**src/rtl/control_unit.sv**
```systemverilog
// control_unit: instruction decode, Z/C flags and RUN/HALTED sequencing for the microc datapath.
// Optional build macro CONTROL_UNIT_ICOUNT_EN: when defined, a wrapping retired-instruction
// counter drives icount; when undefined, icount is tied to zero.
module control_unit #(
  parameter int unsigned ICNT_W = 16
) (
  input  logic              clk,
  input  logic              reset,
  input  logic [5:0]        opcode,
  input  logic              zero,
  input  logic              carry,
  output logic              s_skip,
  output logic              s_inc,
  output logic              s_inm,
  output logic              we,
  output logic [2:0]        ALUOp,
  output logic              flag_z,
  output logic              flag_c,
  output logic              halted,
  output logic              illegal,
  output logic [ICNT_W-1:0] icount
);

  typedef enum logic [0:0] {StRun, StHalted} state_e;

  state_e state_q;
  logic   flag_z_q, flag_c_q, illegal_q;
  logic   dec_alu, dec_halt, dec_rsvd;
  logic   run_en;

  // State only advances in RUN outside of reset
  assign run_en = !reset && (state_q == StRun);

  // Opcode class, independent of state; feeds the sequential updates
  always_comb begin
    dec_alu  = 1'b0;
    dec_halt = 1'b0;
    dec_rsvd = 1'b0;
    casez (opcode)
      6'b0?????: dec_alu = 1'b1;
      6'b1000??, 6'b1001??,
      6'b101000, 6'b101001, 6'b101010,
      6'b101011, 6'b101100, 6'b101101: ;
      6'b111111: dec_halt = 1'b1;
      default:   dec_rsvd = 1'b1;
    endcase
  end

  // Datapath control: NOP values by default, forced during reset and while halted
  always_comb begin
    s_inc  = 1'b1;
    s_skip = 1'b0;
    s_inm  = 1'b0;
    we     = 1'b0;
    ALUOp  = 3'b000;
    if (reset) begin
      // keep NOP values
    end else if (state_q == StHalted) begin
      s_inc = 1'b0;
    end else begin
      unique casez (opcode)
        6'b0?????: begin
          we    = 1'b1;
          ALUOp = opcode[4:2];
        end
        6'b1000??: begin
          we    = 1'b1;
          s_inm = 1'b1;
        end
        6'b101000: s_inc  = 1'b0;
        6'b101001: s_inc  = ~flag_z_q;
        6'b101010: s_inc  = flag_z_q;
        6'b101011: s_inc  = ~flag_c_q;
        6'b101100: s_skip = flag_z_q;
        6'b101101: s_skip = flag_c_q;
        // Offset field of HALT is zero, so a relative jump holds the PC
        6'b111111: s_inc  = 1'b0;
        default: ;
      endcase
    end
  end

  // FSM, architectural flags and sticky illegal bit
  always_ff @(posedge clk) begin
    if (reset) begin
      state_q   <= StRun;
      flag_z_q  <= 1'b0;
      flag_c_q  <= 1'b0;
      illegal_q <= 1'b0;
    end else if (state_q == StRun) begin
      if (dec_alu) begin
        flag_z_q <= zero;
        flag_c_q <= carry;
      end
      if (dec_rsvd) illegal_q <= 1'b1;
      if (dec_halt) state_q <= StHalted;
    end
  end

`ifdef CONTROL_UNIT_ICOUNT_EN
  logic [ICNT_W-1:0] icount_q;

  // Counts every RUN cycle including the HALT itself; wraps naturally
  always_ff @(posedge clk) begin
    if (reset) begin
      icount_q <= '0;
    end else if (run_en) begin
      icount_q <= icount_q + 1'b1;
    end
  end

  assign icount = icount_q;
`else
  logic unused_run_en;
  assign unused_run_en = run_en;
  assign icount = '0;
`endif

  assign flag_z  = flag_z_q;
  assign flag_c  = flag_c_q;
  assign illegal = illegal_q;
  assign halted  = (state_q == StHalted);

endmodule

```
**config.mk**
```make
export PLATFORM = sky130hd
export DESIGN_NAME = control_unit
export DESIGN_NICKNAME = d
export VERILOG_FILES = /design/src/rtl/control_unit.sv
export SDC_FILE = /design/constraint.sdc
export NUM_CORES = 1
export LEC_CHECK = 0
export CAP_MARGIN = 20
export CORE_MARGIN = 4
export CORE_UTILIZATION = 30
export DETAILED_ROUTE_END_ITERATION = 16
export PLACE_DENSITY = 0.78
export SETUP_SLACK_MARGIN = 0.1
export SLEW_MARGIN = 30
export SYNTH_ARGS = -nofsm -noshare
export SYNTH_HDL_FRONTEND = slang
export SYNTH_SLANG_ARGS = --single-unit
```
**constraint.sdc**
```tcl
create_clock -name clk -period 2.25 [get_ports clk]
set_clock_uncertainty 0.2 [all_clocks]
set_input_delay 0.45 -clock clk [delete_from_list [all_inputs] [get_ports clk]]
set_output_delay 0.45 -clock clk [all_outputs]
set_load 0.1 [all_outputs]
```
=== Word-level counts from Yosys, hierarchy flattened ===
Index checks and enable logic that the tools add are counted.

* Flip-flop bits (word level): 4
* Bits of input ports: 10
* Output and inout bits: 27

* Equal/unequal tests: 9
* Multiplexer cells: 18
* Bitwise gates (word level): 5
* Reduce and logical (&&, ||, !) cells: 5

{| class="wikitable"
|+ Operators with widths
! operator !! count
|-
| $eq A6 B6 Y1 const B || 7
|-
| $mux W1 || 13
|-
| $reduce_or A10 Y1 || 1
|-
| $mux W3 || 3
|-
| $eq A4 B4 Y1 const B || 2
|-
| $not A1 Y1 || 5
|-
| $pmux W1 S4 || 1
|-
| $reduce_and A2 Y1 || 2
|-
| $reduce_or A2 Y1 || 2
|-
| $pmux W1 S2 || 1
|}

=== Longest topological paths before layout ===
* Depth in word-level cells: 5
* Mapped depth: 4
* Mapped depth without buffers: 3

=== Least setup slack after synthesis ===
Ideal clock, no wire load.

* Kind: reg-to-output
* Start: reg state_q, in the netlist halted
* End: out s_inm
* Arrival time: 3.389 ns
* Data required time: 1.600 ns
* Slack: -1.789 ns
* Cell stages (with the launch flop): 3
* Buffers on the path: 0
* Path through: dfxtp_1 > or4b_4 > nor3_1

* Cells in the longest elaborated chain, start to end: 2

{| class="wikitable"
|+ Ends and longest elaborated chain
! element !! RTL line !! RTL
|-
| from (decl) || 26 || <nowiki>state_e state_q;</nowiki>
|-
| from (signal assigned) || 86 || <nowiki>state_q <= StRun;</nowiki>
|-
| from (signal assigned) || 96 || <nowiki>if (dec_halt) state_q <= StHalted;</nowiki>
|-
| $mux W1 || 58 || <nowiki>end else if (state_q == StHalted) begin</nowiki>
|-
| $mux W1 || 56 || <nowiki>if (reset) begin</nowiki>
|-
| to (decl) || 14 || <nowiki>output logic s_inm,</nowiki>
|}

Every way passes these cells.

=== Worst setup path after layout ===
* Start: in reset
* End: out s_skip

* Cells in the longest elaborated chain, start to end: 1

{| class="wikitable"
|+ Ends and longest elaborated chain
! element !! RTL line !! RTL
|-
| from (decl) || 8 || <nowiki>input logic reset,</nowiki>
|-
| $mux W1 || 56 ||
|-
| to (decl) || 12 || <nowiki>output logic s_skip,</nowiki>
|}

Every way passes these cells.

==> results.txt <==
The run finished, with violations left. The final reports fail on negative setup slack. The clock tree from TritonCTS is yes. The length in cells of the worst reg-to-reg path is 4.

The sequential area share after synthesis came out at between 10% and 20%. The number of iterations in the first detailed-routing pass came out at 2. The clock transition at the register clock pins on the worst setup and hold paths after CTS came out at ~40 ps. The cell family contributing the most delay on the critical path is simple AND/OR/NAND/NOR gates.

The max-cap violation count came out at 0. The cell accounting for the most synthesized area is buf_4. The number of cells produced by synthesis came out at 54.

Buffers inserted during clock tree synthesis total 3. The worst setup timing slack at the placement stage came out at -408 ps. The cell leakage power is roughly 0.37 nW. Along the worst hold path, the cell count comes to 1. At the end of the flow, the number of nets in the layout was between 90 and 100.

The proportion of power drawn by combinational gates is about three fifths. The sequential share of power is between 15 and 20%. The number of distinct library cells after synthesis is 23. The number of nets with antenna violations after detailed routing came out at 0.

The setup-violating endpoint count in the final report came out at 2. The detailed-route DRC error count is 0. The number of buffers and inverters on the critical path is 2. The arrival time reported for the critical path endpoint came out at approximately 1700 ps. The total placed cells including tap cells came out at 95.

The detailed placement HPWL is 918 um. The critical path is of the input pin to primary output type. The global router's overall resource usage came out at between 10% and 20%. The per-cell routed wire length came out at around 12 um. The initial standard-cell utilization of the core is between 30% and 40%. The fraction of layout cells with a size suffix above 1 is about half. The count of pins over their slew limit came out at 0.

The detail-routed via count per cell came out at 4.49. At the end of routability-driven placement, the weighted congestion stood at 0.742. The power per cell area came out at between 500 and 600 mW/mm2. Of the available clock period, the critical path in the final layout requires 103%. The area overhead of the layout relative to synthesis is 86.2%.

Row generation in the floorplan step produced 13 rows. After synthesis, the mean cell area works out to just under 8 um2. The startpoint identified for the worst register-to-register timing path is halted. For the worst setup path, the data required time is around 1600 ps. The y dimension of the die is ~45 um.

STA classifies the critical path startpoint as an input pin. The end of the worst hold path is illegal. The area of the die is just over 0.002 mm2. The source of the worst hold timing path is illegal. The final number of hold-violating endpoints came to 0. The count of routing violations after the opening detailed-route iteration is 2. The switching power of the nets came out at approximately 0.24 mW. The via count of the first global-routing pass is 431.

The initial antenna violation count was 0. The worst register-to-register path has a setup slack of approximately 1100 ps. The antenna diode count is 0. After synthesis, the cell types taking the most area are buf_4 (29%), dfxtp_1 (19%), and2_1 (4.5%), a21oi_1 (3.6%), nor3_1 (3.6%). The clock drives 4 sinks. The count of state elements after synthesis is 4. The maximum clock frequency came out at 431 MHz. The first global-routing pass estimated 1840 um of wire. The relative contribution of the clock network to total power came out at 22.5%. STA classifies the critical path endpoint as a primary output.

The share of Yosys cell area claimed by the top area cell type came out at approximately 29%. The largest single stage delay on the critical path is 550 ps. The tree is rooted in a clkbuf_4. The total number of vias came out at 449. For this run, the number of Yosys warnings is 0. The worst hold path belongs to the class flop to flop. The number of input and output port buffers inserted is 20. The maximum level of the CTS H-tree came out at 1. The largest individual stage delay along the critical path comes from the cell or4b_4. The maximum number of pins on one net before global-route repair is 9. The final setup slack of the worst path is -69.5 ps.

Across the VDD grid, the largest voltage drop is slightly below 300 uV. After global routing the overflow that remains totals 0. In this run switching power makes up 55.4% of total power. The internal power of the cells totals between 0.15 and 0.2 mW.

Traced cell by cell, the critical path runs through buf_6 -> or4b_4 -> nor4_4 -> buf_12. Of all nets on the critical path, the largest fanout is 2. Once layout is complete, the cells apart from fillers number 100. In this run the horizontal extent of the chip is around 45 um.

The total core area came out at 0.00130 mm2. The worst register-to-register path ends at illegal. No sink is reached through more buffers than the 2 on the longest clock path. The cell area after synthesis came out at between 400 and 500 um2.

Setup repair after global routing could not meet its margin everywhere. During I/O placement, the number of pins put on the boundary was 37. The insertion delay to the later sink of the worst-skew pair is 240 ps.

The post-route minimum period is ~2300 ps. The total length of routed wires came out at between 1000 and 1500 um.
==> cells in the mapped netlist (all sizes together) <==
cell / instances
nor2: 3
and3: 1
a21oi: 3
inv: 2
o21ai: 2
a22o: 1
dfxtp: 4
o32a: 1
nand4: 1
o211a: 1
buf: 18
nand2: 4
o31a: 1
nor3: 3
or4b: 1
conb: 1
nor4: 1
and2: 3
mux2i: 1
a211oi: 1
a41oi: 1
==> stage by stage <==
stage                     hold slack (ps)  setup TNS [ps]  util, %  total power [mW]  area, um2
after floorplan                       375           -1140        -             0.301        514
after global placement                276           -1410     55.2             0.335        718
after detailed placement              267           -1490     55.2             0.337        718
after CTS                             281            -107     58.3             0.439        758
after global routing                  319            -159     59.6             0.455        776
final                                 277           -89.4     59.6             0.437        776
==> worst max-delay path by stage <==
| stage | from | end | slack [ps] | cells after the start |
|---|---|---|---|---|
| global placement | opcode[4] | s_skip | -380 | 4 |
| global route | reset | s_skip | -100 | 4 |
| floorplan | reset | s_skip | -600 | 3 |
| CTS | halted | s_skip | -80 | 3 |
| detailed placement | opcode[4] | s_skip | -410 | 4 |
| finish | reset | s_skip | -70 | 4 |
==> logic make-up after synthesis <==
kind of cell	Yosys count	share of synthesized area, %
buf+inv	20	34.5
mux	1	2.40
other cells	1	0.900
compound gates	11	19.2
flops	4	19.2
simple gates	17	23.7
==> layer usage <==
layer	wire length, um	vias up	global-route usage [%]
met5	0	-	0
met4	32	0	8.77
met3	100	4	1.59
met2	606	24	22.0
met1	427	202	13.8
li1	-	219	-
==> cells in the final DEF (no fill, tap or decap), types with 2 or more instances in the layout <==
cell type	netlist	routed
conb_1	1	16
a21oi_1	3	3
nor2_1	3	3
o21ai_0	2	2
dfxtp_2	0	2
clkbuf_4	0	3
buf_12	0	7
nand2_1	4	4
buf_4	16	13
buf_6	1	2
clkdlybuf4s15_2	0	2
and2_2	0	3
clkdlybuf4s50_1	0	2
dlygate4sd2_1	0	2
==> flip-flops by register name (all words and copies together), names as in the netlist <==
signal / flops
halted: 1
flag_c: 1
illegal: 1
flag_z: 1
==> cell type report <==
class,instances,area (um2)
inverter,2,7.51
fill,121,526
clock buffer,4,26.3
timing repair buffer,30,330
sequential,4,86.3
multi-input combinational,45,307
tap,15,18.8
==> power groups by stage <==
| stage | clock network [mW] | registers (mW) | logic [mW] |
|---|---|---|---|
| after floorplan | 0 | 0.107 | 0.194 |
| after detailed placement | 0 | 0.0795 | 0.258 |
| after CTS | 0.104 | 0.0780 | 0.257 |
| final | 0.0980 | 0.0784 | 0.260 |
| after global placement | 0 | 0.0793 | 0.256 |
| after global routing | 0.107 | 0.0791 | 0.268 |
==> what timing repair did <==
action                                  4_1_cts  5_1_grt
endpoints found under the setup margin        7        4
cloned                                        0        0
buffers inserted                              1        1
resized for setup                            21        5
hold buffers                                  0        0
pin swaps                                     5        5
No activity file was read; power rests on OpenSTA's default activity.
==> RTL change 1, RTL diff (same flow settings) <==
`ICNT_W`: 16 -> 24.
--- a/src/rtl/control_unit.sv
+++ b/src/rtl/control_unit.sv
@@ -4,3 +4,3 @@
 module control_unit #(
-  parameter int unsigned ICNT_W = 16
+  parameter int unsigned ICNT_W = 24
 ) (
Interface: changed (resized icount); port bits go from 37 to 45. The function was not compared with the original's and may differ.
==> RTL change 1 against the unedited design <==
- the flow still finishes with violations (negative setup slack)
- area after synthesis up 14%
- first-iteration DRC count increased to 3.0 times the old value
- sequential cell count unchanged
- total power increased by 14%
- worst setup slack improved by 30 ps
- design area up 3.4%
- hold slack improved by 25 ps
- routed wire length increased by 8.6%
- critical path depth down 1
- critical path type is now flop to output pin
- critical endpoint unchanged
- largest power group unchanged
==> RTL change 1: results (changes against the unedited design) <==
Status
  – Run status: complete, but fails checks
  – Failing checks: negative setup slack

Yosys
  – Seq/Total Area, Yosys: 0.1680 (-0.02421)
  – YS warnings: 0 (unchanged)
  – Top cells by count, synth: 24 x buf_4, 4 x dfxtp_1, 4 x nand2_1
  – Post-synthesis instance total: 62 (+15%)
  – Post-synth EDFFs: 0 (unchanged)
  – Top post-synthesis cells by area: buf_4 38%, dfxtp_1 17%, and2_1 3.9%

Global routing
  – GRT Overall Usage: 0.09940 (-0.02652)
  – Met3 usage in global routing: 0.02256 (+0.006620)
  – Met1 GRT Util: 0.1007 (-0.03744)
  – Met2 Use GR: 0.1794 (-0.04092)
  – Vias in the first global route: 387 (-10%)
  – First-pass GRT wire length: 1.580 mm (-14%)

Power and ir drop
  – Cell-internal power: 0.0001942 W (-0.34%)
  – Leakage power: 0.3959 nW (+7.4%)
  – Worst VDD drop: 264.5 µV (-9.1%)

Placement
  – Dpl cells: 104 (+9.5%)
  – Post-Place Worst Slack: -391.2 ps (+16.71 ps)
  – Placed cell area: 749.5 µm² (+4.4%)
  – Final Wtd Congestion: 0.8066 (+8.7%)
  – Dpl hpwl: 1.013 mm (+10%)

CTS
  – Root Buffer: clkbuf_4
  – Clk slew on worst S/H paths: 40 ps (about the same)

Routing
  – Initial DRC Count: 6 (+4)
  – DRT Pass-1 Iters: 3 (+1)
  – Met1 Wirelength: 418 µm (-2.1%)
  – Met3 wire length: 175 µm (+75%)
  – Post-Route WL: 1.267 mm (+8.6%)
  – DR vias: 479 (+6.7%)
  – Metal2 WL: 673 µm (+11%)
  – DR top layer: met3

STA
  – # setup viols final: 2 (unchanged)
  – Fin. Hold Viols: 0 (unchanged)
  – Final WS setup: -39.84 ps (+29.64 ps)
  – Setup TNS: -66.14 ps (+23.22 ps)

Finish
  – Layout cells sized above 1: 0.4516 (-0.06603)
  – Non-Filler Instances: 109 (+9.0%)

Critical path
  – Crit-path max FO: 2 (unchanged)
  – Max stage delay on crit path: 540 ps
  – CP arrival: 1640 ps (-30 ps)

Worst hold path
  – HP Class: flop to flop
==> RTL change 1: final cells by class <==
type	instances	area (µm²)
clock buffers	4	26.28
multi-input cells	53	336.6
inverters	2	7.507
flip-flops and latches	4	86.33
well taps	16	20.02
repair buffers	30	325.3
fillers	147	704.4
==> RTL change 1: kinds of logic after synthesis <==
logic type,Yosys count,synth area share
and+or+nand+nor,17,0.2073
muxes,1,0.02100
DFF,4,0.1680
buffers and inverters,28,0.4278
AOI/OAI and AO/OA,11,0.1680
other,1,0.007866
==> RTL change 1: path summary, 6_finish.rpt <==
| kind | slack, ps | start | depth (start not counted) | endpoint |
|---|---|---|---|---|
| worst max-delay path | -40 | halted$_SDFF_PP0_ | 3 | s_skip |
| worst min-delay path | 300 | illegal$_SDFFE_PP0P_ | 1 | illegal$_SDFFE_PP0P_ |
| worst max register to register | 1050 | halted$_SDFF_PP0_ | 4 | illegal$_SDFFE_PP0P_ |
| worst min register to register | 300 | illegal$_SDFFE_PP0P_ | 1 | illegal$_SDFFE_PP0P_ |
==> RTL change 1: timing repair <==
item / 4_1_cts / 5_1_grt
resized for setup: 22 / 4
endpoints found under the setup margin: 7 / 3
setup buffers: 1 / 0
pin swaps: 3 / 3
==> RTL change 1: worst max-delay path: cells and delay by family (launching register included) <==
kind / cells / cell delay (ps)
buffers and inverters: 1 / 210
DFF: 1 / 340
and+or+nand+nor: 2 / 850
==> RTL change 1: power by group through the flow <==
stage	clock [W]	combinational, W	sequential [W]
global route	0.000106	0.000327	0.0000786
CTS	0.000102	0.000315	0.0000785
detailed placement	0	0.000316	0.0000797
global placement	0	0.000314	0.0000794
floorplan	0	0.000263	0.000107
finish	0.0000998	0.000318	0.0000786
==> RTL change 2, RTL diff (config.mk and constraints unchanged) <==
Without the edit above. Register the inputs `opcode`, `zero` and `carry` before use. The logic sees them one clock later.
--- a/src/rtl/control_unit.sv
+++ b/src/rtl/control_unit.sv
@@ -25,2 +25,12 @@
 
+  logic [5:0] opcode_q;
+  logic zero_q;
+  logic carry_q;
+
+  always_ff @(posedge clk) begin
+    opcode_q <= opcode;
+    zero_q   <= zero;
+    carry_q  <= carry;
+  end
+
   state_e state_q;
@@ -38,3 +48,3 @@
     dec_rsvd = 1'b0;
-    casez (opcode)
+    casez (opcode_q)
       6'b0?????: dec_alu = 1'b1;
@@ -60,6 +70,6 @@
     end else begin
-      unique casez (opcode)
+      unique casez (opcode_q)
         6'b0?????: begin
           we    = 1'b1;
-          ALUOp = opcode[4:2];
+          ALUOp = opcode_q[4:2];
         end
@@ -91,4 +101,4 @@
       if (dec_alu) begin
-        flag_z_q <= zero;
-        flag_c_q <= carry;
+        flag_z_q <= zero_q;
+        flag_c_q <= carry_q;
       end
Check against the original RTL: not equivalent (Yosys sat finds a counterexample within 4 cycles, from zero or initial values and one cycle with reset high).
==> RTL change 2 against the unedited design <==
- the run still ends with negative setup slack left
- design area rose by 15%
- total power rose by 39%
- global-route usage fell by 3.5 points
- sequential cell count rose by 8
- sequential power rose to 3.0 times the old value
- count of clock-buffer cells in the layout fell by 1
- routed wire length fell by 3.2%
- worst setup slack got worse by 140 ps
- area after synthesis rose by 33%
- critical endpoint unchanged
==> RTL change 2: results (changes against the unedited design) <==
Finish
  – Register area: 250.2 µm² (+190%)
  – Layout cells sized above 1: 0.3596 (-0.1581)
  – Buffering overhead: 0.3455 (-0.08035)
  – Layout fillers: 161 (+33%)
  – Fin nets: 100 (+4.2%)
  – Clock network area share: 0.02937 (-0.004500)
  – Layout clock buffer count: 3 (-1)
  – Non-Filler Instances: 114 (+14%)
  – Area of the multi-input gates: 270.3 µm² (-12%)

Worst hold path
  – Hold Crit Start: zero_q$_DFF_P_
  – Hold endpoint: flag_z$_SDFFE_PP0P_
  – Hold Path Stages: 2 (+1)

CTS
  – CTS resizes: 4 (-81%)
  – Postcts setup bufs: 2 (+1)
  – Worst-Skew Late Latency: 260 ps (+20 ps)

Status
  – Failing checks: negative setup slack
  – Run status: complete, but fails checks

Power and ir drop
  – Sw frac: 0.4458 (-0.1079)
  – Sequential group power: 0.000233 W (+200%)

Yosys
  – Seq/Total Area, Yosys: 0.4324 (+0.2402)
  – Top cells by count, synth: 16 x buf_4, 12 x dfxtp_1, 6 x nand2_1, 4 x o21ai_0, 3 x and2_1
  – Top post-synthesis cells by area: dfxtp_1 43%, buf_4 22%, nand2_1 4.1%

Global routing
  – Met1 GRT Util: 0.09431 (-0.04379)
  – GRT Overall Usage: 0.09046 (-0.03545)
  – Vias in the first global route: 451 (+4.6%)
  – Met3 usage in global routing: 0.01166 (-0.004274)
  – Largest net degree at the start of global routing: 8 (-1)

Placement
  – Dpl hpwl: 957.7 µm (+4.3%)
  – Post-Place Worst Slack: -388.6 ps (+19.22 ps)
  – Final Wtd Congestion: 0.8155 (+9.9%)

STA
  – Final WS setup: -206.6 ps (-137.1 ps)
  – # setup viols final: 3 (+1)

Critical path
  – Worst R2R Setup Slack: 850 ps (-210 ps)
  – Crit Reg-Reg Startpoint: opcode_q[3]$_DFF_P_
  – CP arrival: 1810 ps (+140 ps)

Routing
  – DR vias: 456 (+1.6%)
[RTL change 2: changes by cell type after synthesis, sizes merged, moves of 2 or more]
cell	before	now
dfxtp	4	12
buf	18	16
o21ai	2	4
nand2	4	6
[RTL change 2: critical path, stage by stage (launching register included)]
cell       delay (ps)
dfxtp_4           340
or4b_4            560
a2111oi_4         420
buf_12            220
[RTL change 2: worst max path at each step]
stage | start | slack [ps] | cells past startpoint | end
2_1_floorplan | reset | -720 | 3 | we
3_3_place_gp | reset | -380 | 5 | we
3_5_place_dp | reset | -390 | 5 | we
4_1_cts | halted$_SDFF_PP0_ | -210 | 3 | s_skip
5_1_grt | halted$_SDFF_PP0_ | -250 | 5 | we
6_report | halted$_SDFF_PP0_ | -210 | 3 | s_skip
[RTL change 2: cell families after synthesis]
| group | count (synthesis) | share of synthesized area |
|---|---|---|
| buffers and inverters | 18 | 0.2297 |
| other | 1 | 0.006750 |
| AND/OR/NAND/NOR | 18 | 0.1937 |
| flip-flops | 12 | 0.4324 |
| AO/OA/AOI/OAI | 11 | 0.1374 |
[RTL change 2: stage by stage]
step / power [W] / setup TNS (ps) / cell area (µm²) / hold slack (ps) / utilization
6_report: 0.0006068 / -538.9 / 894.6 / 230.5 / 0.5125
5_1_grt: 0.0006291 / -718.8 / 894.6 / 250.3 / 0.5125
4_1_cts: 0.0006118 / -562.7 / 894.6 / 233.8 / 0.5125
3_5_place_dp: 0.0004822 / -1284 / 848.3 / 223.6 / 0.4860
3_3_place_gp: 0.0004805 / -1256 / 848.3 / 213.4 / 0.4860
2_1_floorplan: 0.0004523 / -1466 / 646.9 / 201.2 / -
[RTL change 2: per-layer routing]
layer,routed length [µm],vias to the layer above,share of wire
met5,0,-,0
li1,-,228,-
met1,408,202,0.36
met4,0,0,0
met2,592,26,0.52
met3,129,0,0.11
